--- config.mk ---
export PLATFORM = sky130hd
export DESIGN_NAME = mem_arbiter
export DESIGN_NICKNAME = d
export VERILOG_FILES = /design/src/rtl/mem_pkg.sv /design/src/rtl/rr_pick.sv /design/src/rtl/mem_arbiter.sv
export SDC_FILE = /design/constraint.sdc
export NUM_CORES = 1
export LEC_CHECK = 0
export CORE_MARGIN = 2
export CORE_UTILIZATION = 31
export CTS_CLUSTER_SIZE = 24
export DETAILED_ROUTE_END_ITERATION = 10
export PLACE_DENSITY = 0.75
export SETUP_SLACK_MARGIN = 0.1
export SLEW_MARGIN = 30
export SYNTH_ARGS = -nofsm -noshare
export SYNTH_HDL_FRONTEND = slang
export SYNTH_SLANG_ARGS = --single-unit
export TNS_END_PERCENT = 50
--- constraint.sdc ---
create_clock -name clk -period 1.5 [get_ports clk]
set_input_delay 0.225 -clock clk [delete_from_list [all_inputs] [get_ports clk]]
set_output_delay 0.225 -clock clk [all_outputs]
set_load 0.01 [all_outputs]
--- src/rtl/mem_pkg.sv ---
// Shared memory-bus definitions: command encodings, arbiter state enum, request qualifier.
// Latency: n/a (declarations only).
// Backpressure: n/a.
package mem_pkg;

    localparam int ADDR_W = 9;
    localparam int DATA_W = 16;

    localparam logic [1:0] MNONE  = 2'b00;
    localparam logic [1:0] MREAD  = 2'b01;
    localparam logic [1:0] MWRITE = 2'b10;

    typedef enum logic [1:0] {
        IDLE    = 2'd0,
        WR      = 2'd1,
        RD_ADDR = 2'd2,
        RD_DATA = 2'd3
    } arb_state_e;

    // Only MREAD and MWRITE are real requests; MNONE and the spare code 11 are ignored.
    function automatic logic req_valid(input logic req, input logic [1:0] cmd);
        return req && ((cmd == MREAD) || (cmd == MWRITE));
    endfunction

endpackage

--- src/rtl/rr_pick.sv ---
// Two-way winner selection: sole requester wins, ties alternate, CPU wins ties after a quiet cycle.
// Latency: combinational.
// Backpressure: none; evaluated only while the arbiter is idle.
// Ports: vld_0/vld_1 qualified requests, last_gnt index of last winner,
//        idle set when an arbitration cycle passed with no request, winner chosen index.
module rr_pick #(
    parameter bit CPU_PRIO = 1'b1
) (
    input  logic vld_0,
    input  logic vld_1,
    input  logic last_gnt,
    input  logic idle,
    output logic winner
);

    always_comb begin
        winner = 1'b0;
        if (vld_1 && !vld_0) begin
            winner = 1'b1;
        end else if (vld_0 && vld_1) begin
            winner = (CPU_PRIO && idle) ? 1'b0 : ~last_gnt;
        end
    end

endmodule

--- src/rtl/mem_arbiter.sv ---
// Two-requester single-port RAM arbiter (0 = CPU, 1 = DMA/debug), one access at a time.
// Latency: write issues in the cycle after the request is seen; read data returns two cycles after.
// Backpressure: a requester holds req_n until gnt_n; an IDLE cycle separates every access.
// Ports: req_n/cmd_n/addr_n/wdata_n request side, gnt_n/rvalid_n/rdata responses,
//        mem_cmd/mem_addr/mem_wdata/mem_rdata RAM side (mem_rdata registered by the RAM).
module mem_arbiter
    import mem_pkg::*;
#(
    parameter bit CPU_PRIO = 1'b1
) (
    input  logic              clk,
    input  logic              reset,
    input  logic              req_0,
    input  logic [1:0]        cmd_0,
    input  logic [ADDR_W-1:0] addr_0,
    input  logic [DATA_W-1:0] wdata_0,
    output logic              gnt_0,
    output logic              rvalid_0,
    input  logic              req_1,
    input  logic [1:0]        cmd_1,
    input  logic [ADDR_W-1:0] addr_1,
    input  logic [DATA_W-1:0] wdata_1,
    output logic              gnt_1,
    output logic              rvalid_1,
    output logic [DATA_W-1:0] rdata,
    output logic [1:0]        mem_cmd,
    output logic [ADDR_W-1:0] mem_addr,
    output logic [DATA_W-1:0] mem_wdata,
    input  logic [DATA_W-1:0] mem_rdata
);

    arb_state_e        state, state_nxt;
    logic              vld_0, vld_1, any_vld, pick;
    logic [1:0]        pick_cmd;
    logic              win_q;
    logic [ADDR_W-1:0] addr_q;
    logic [DATA_W-1:0] wdata_q;
    logic              last_gnt_q;
    logic              idle_q;

    assign vld_0    = req_valid(req_0, cmd_0);
    assign vld_1    = req_valid(req_1, cmd_1);
    assign any_vld  = vld_0 | vld_1;
    assign pick_cmd = pick ? cmd_1 : cmd_0;

    rr_pick #(.CPU_PRIO(CPU_PRIO)) u_rr_pick (
        .vld_0    (vld_0),
        .vld_1    (vld_1),
        .last_gnt (last_gnt_q),
        .idle     (idle_q),
        .winner   (pick)
    );

    // State register
    always_ff @(posedge clk) begin
        if (reset) begin
            state <= IDLE;
        end else begin
            state <= state_nxt;
        end
    end

    // Next-state logic; every access returns to IDLE so held requests are re-arbitrated there.
    always_comb begin
        state_nxt = state;
        case (state)
            IDLE:    if (any_vld) state_nxt = (pick_cmd == MWRITE) ? WR : RD_ADDR;
            WR:      state_nxt = IDLE;
            RD_ADDR: state_nxt = RD_DATA;
            RD_DATA: state_nxt = IDLE;
            default: state_nxt = IDLE;
        endcase
    end

    // Winner capture. The request fields are frozen here so requester activity during
    // the access cannot reach the RAM. idle_q remembers that an arbitration cycle went
    // unused, which hands ties back to the CPU; the mandatory post-access IDLE does not count.
    always_ff @(posedge clk) begin
        if (reset) begin
            win_q      <= 1'b0;
            addr_q     <= '0;
            wdata_q    <= '0;
            last_gnt_q <= 1'b1;
            idle_q     <= 1'b1;
        end else if (state == IDLE) begin
            if (any_vld) begin
                win_q      <= pick;
                addr_q     <= pick ? addr_1 : addr_0;
                wdata_q    <= pick ? wdata_1 : wdata_0;
                last_gnt_q <= pick;
                idle_q     <= 1'b0;
            end else begin
                idle_q     <= 1'b1;
            end
        end
    end

    // Outputs decoded from state and captured winner; everything is zero outside a grant.
    always_comb begin
        gnt_0     = 1'b0;
        gnt_1     = 1'b0;
        rvalid_0  = 1'b0;
        rvalid_1  = 1'b0;
        rdata     = '0;
        mem_cmd   = MNONE;
        mem_addr  = '0;
        mem_wdata = '0;
        case (state)
            WR: begin
                gnt_0     = ~win_q;
                gnt_1     = win_q;
                mem_cmd   = MWRITE;
                mem_addr  = addr_q;
                mem_wdata = wdata_q;
            end
            RD_ADDR: begin
                gnt_0    = ~win_q;
                gnt_1    = win_q;
                mem_cmd  = MREAD;
                mem_addr = addr_q;
            end
            RD_DATA: begin
                gnt_0    = ~win_q;
                gnt_1    = win_q;
                mem_cmd  = MREAD;
                mem_addr = addr_q;
                rdata    = mem_rdata;
                rvalid_0 = ~win_q;
                rvalid_1 = win_q;
            end
            default: ;
        endcase
    end

endmodule

==> results.md <==
- Fin. max-slew vios: 0
- PortBufs: 120
- CP Launch Type: primary input
- Num CTS Buffers: 5
- Most common cell after layout, fill and taps aside: clkdlybuf4s50_1
- Total Power: slightly above 0.003 W
- Final Hold Fails: 0
- Critical path buffers and inverters: 3
- Max H-tree Level: 2
- Core region area: between 0.005 and 0.006 mm2
- CTS sink cnt: 30
- Largest net degree at the start of global routing: 28
- Storage cell area: between 600 and 700 um2
- Vias post-DR: between 2000 and 2500
- Max-Cap Viols: 0
- #FFs+latches synth: 30
- Synth cell types: 32
- Worst-Margin Slew: ~290 ps
- VDD IR max: between 0.5 and 0.6 mV
- RSZ-0062 raised after global routing: yes
- Root buffer cell: clkbuf_8
- Final setup violation count: 21
- Hold WS: 482 ps
- Leakage: roughly 1.6 nW
- Die Span Y: between 70 and 80 um
- Crit path DAT: between 1500 and 2000 ps
- Mean routed wirelength per cell: around 14 um
- Synthesized net count: 300
- Crit path top cell by count: buf_12
- Max_slew headroom: between 80% and 90%
- CP Capture Type: flop
- Antenna Violating Nets Remaining: 0
- Post-DR vias/cell: ~5
- Std-Cell Rows: 26
- Place WS: -362 ps
- Pre-Repair DR Iteration Count: 4
- N_diodes: 0
- Post-synthesis cell count: between 200 and 250
- Failing checks: setup timing
- Starting DRT DRC Count: between 60 and 70
- Power per Cell Area: 877 mW/mm2
- Maximum fanout along the worst path: 7
- Worst min path class: reg -> reg
- Die Footprint: a little over 0.006 mm2
- Post-route setup slack: -63.1 ps
- Post-synthesis cell area: approximately 0.0017 mm2
- DRC Markers: 0
- Gpl congestion: between 0.6 and 0.7
- HPWL after DPL: just under 4000 um
- Global-route usage over all layers: between 10% and 20%
- Die X: 78.0 um
- TritonCTS clock tree: built
- Layout Skew: 5.17 ps
- Worst-Skew Late Latency: approximately 280 ps
- Period utilisation layout: 104%
- First-pass GRT wire length: 9740 um
- CTS clk-pin slew, worst paths: approximately 70 ps
- Worst-path cell chain: clkdlybuf4s50_1 -> nor3b_2 -> a32o_2 -> buf_12 -> buf_12 -> nor2_2 -> a311oi_2
- Layout cells sized above 1: between 30% and 40%
- Ys async rst share: 0%
- EDFF count, synth: 0
- CP max stage delay: around 530 ps
- Number of global-route vias before repair: approximately 2100
- Final WL: just over 6000 um
- CP required: 1690 ps
- NumNets Final: approximately 440
- FMAX: 0.640 GHz
- Prevailing post-synth register cell: dfxtp_1
- Footprint of the multi-input gates: about 0.0012 mm2
- Area growth syn-to-layout: 105%
- Most frequent cells in the layout: 69 x clkdlybuf4s50_1, 52 x nand2_1, 37 x buf_2, 28 x dfxtp_1, 19 x buf_6
- Initial antenna violation count: 0
- Final worst path period need: 1560 ps
- Status: finished, violations left
- Total grt overflow: 0
- CTS Hold Bufs: 0
- Syn. warnings: 0
- CP delay by family, top: buffers and inverters
- Sequential area share after synthesis: a little over a third
- Longest Clk Path Bufs: 2
- Fillers: around 470
- CP max-delay cell: clkdlybuf4s50_1
- I/O pin cnt: ~120
- Critical Setup Path Class: in -> reg
- Initial Utilization: ~33%
- Synthesized area per cell: 7.52 um2
worst paths after layout:
| check | start | endpoint | slack (ps) | cells past startpoint |
|---|---|---|---|---|
| hold reg to reg | last_gnt_q$_SDFFE_PP1P_ | last_gnt_q$_SDFFE_PP1P_ | 480 | 2 |
| hold / removal | last_gnt_q$_SDFFE_PP1P_ | last_gnt_q$_SDFFE_PP1P_ | 480 | 2 |
| setup / recovery | req_0 | wdata_q[6]$_SDFFE_PP0P_ | -60 | 7 |
| setup reg to reg | state[1]$_SDFFE_PP0P_ | wdata_q[6]$_SDFFE_PP0P_ | -50 | 7 |
tightest hold or removal path, delay by kind of cell, from the launching register on:
family | cells | cell delay [ps]
buf+inv | 1 | 70
compound gates | 1 | 50
flops | 1 | 320
through the flow:
stage / cells / util [%] / instance area [um2] / TNS [ps]
final: 440 / 67.1 / 3490 / -482
after global routing: 440 / 67.1 / 3490 / -2250
after CTS: 434 / 62.0 / 3230 / -305
after detailed placement: 415 / 59.0 / 3070 / -12800
after global placement: 415 / 59.0 / 3070 / -11790
after floorplan: 226 / - / 1700 / 0
synth_stat cells (all sizes together) (2+ instances only):
| library cell | count | share of area, % |
|---|---|---|
| nand2 | 52 | 11 |
| nor2 | 31 | 6.8 |
| dfxtp | 30 | 35 |
| a311oi | 25 | 13 |
| and3 | 18 | 6.6 |
| and2 | 16 | 5.9 |
| buf | 11 | 4.7 |
| clkbuf | 10 | 2.2 |
| nor2b | 10 | 3.7 |
| inv | 3 | 0.66 |
| o21ai | 2 | 0.59 |
| xor2 | 2 | 1.5 |
timing repair:
item,CTS,global route
endpoints found under the hold margin,0,0
setup endpoints to repair,74,59
cloned,3,1
buffers inserted,8,5
gates resized for setup,213,61
pin swaps,20,20
per-layer routing:
layer	vias to the layer above	routed length (um)	global-route usage [%]
li1	1062	-	-
met1	1022	2440	21.4
met2	84	3180	36.6
met3	7	493	6.90
met4	0	51	4.04
met5	-	0	0
state kept, by name, indices dropped and copies added, names as in the netlist:
signal	count
idle_q	1
addr_q	9
win_q	1
state	2
last_gnt_q	1
wdata_q	16
area by class of cell:
| type | instances | share of cell area [%] |
|---|---|---|
| clock buffers | 7 | 2.47 |
| clock inverters | 1 | 0.143 |
| inverters | 3 | 0.323 |
| multi-input cells | 172 | 34.1 |
| flip-flops and latches | 30 | 17.4 |
| well taps | 70 | 2.51 |
| repair buffers | 157 | 43.0 |
cell families after synthesis:
kind of cell    count (synthesis)  share of synthesized area (%)
compound gates                 37                           18.5
xor+xnor                        3                           1.99
buf+inv                        24                           7.59
flops                          30                           35.3
simple gates                  132                           36.6
where the power goes:
| group | switching (W) | internal, W |
|---|---|---|
| Sequential | 0.0000831 | 0.000923 |
| Clock | 0.000302 | 0.000370 |
| Combinational | 0.000573 | 0.000810 |
(Power assumes the default switching activity.)
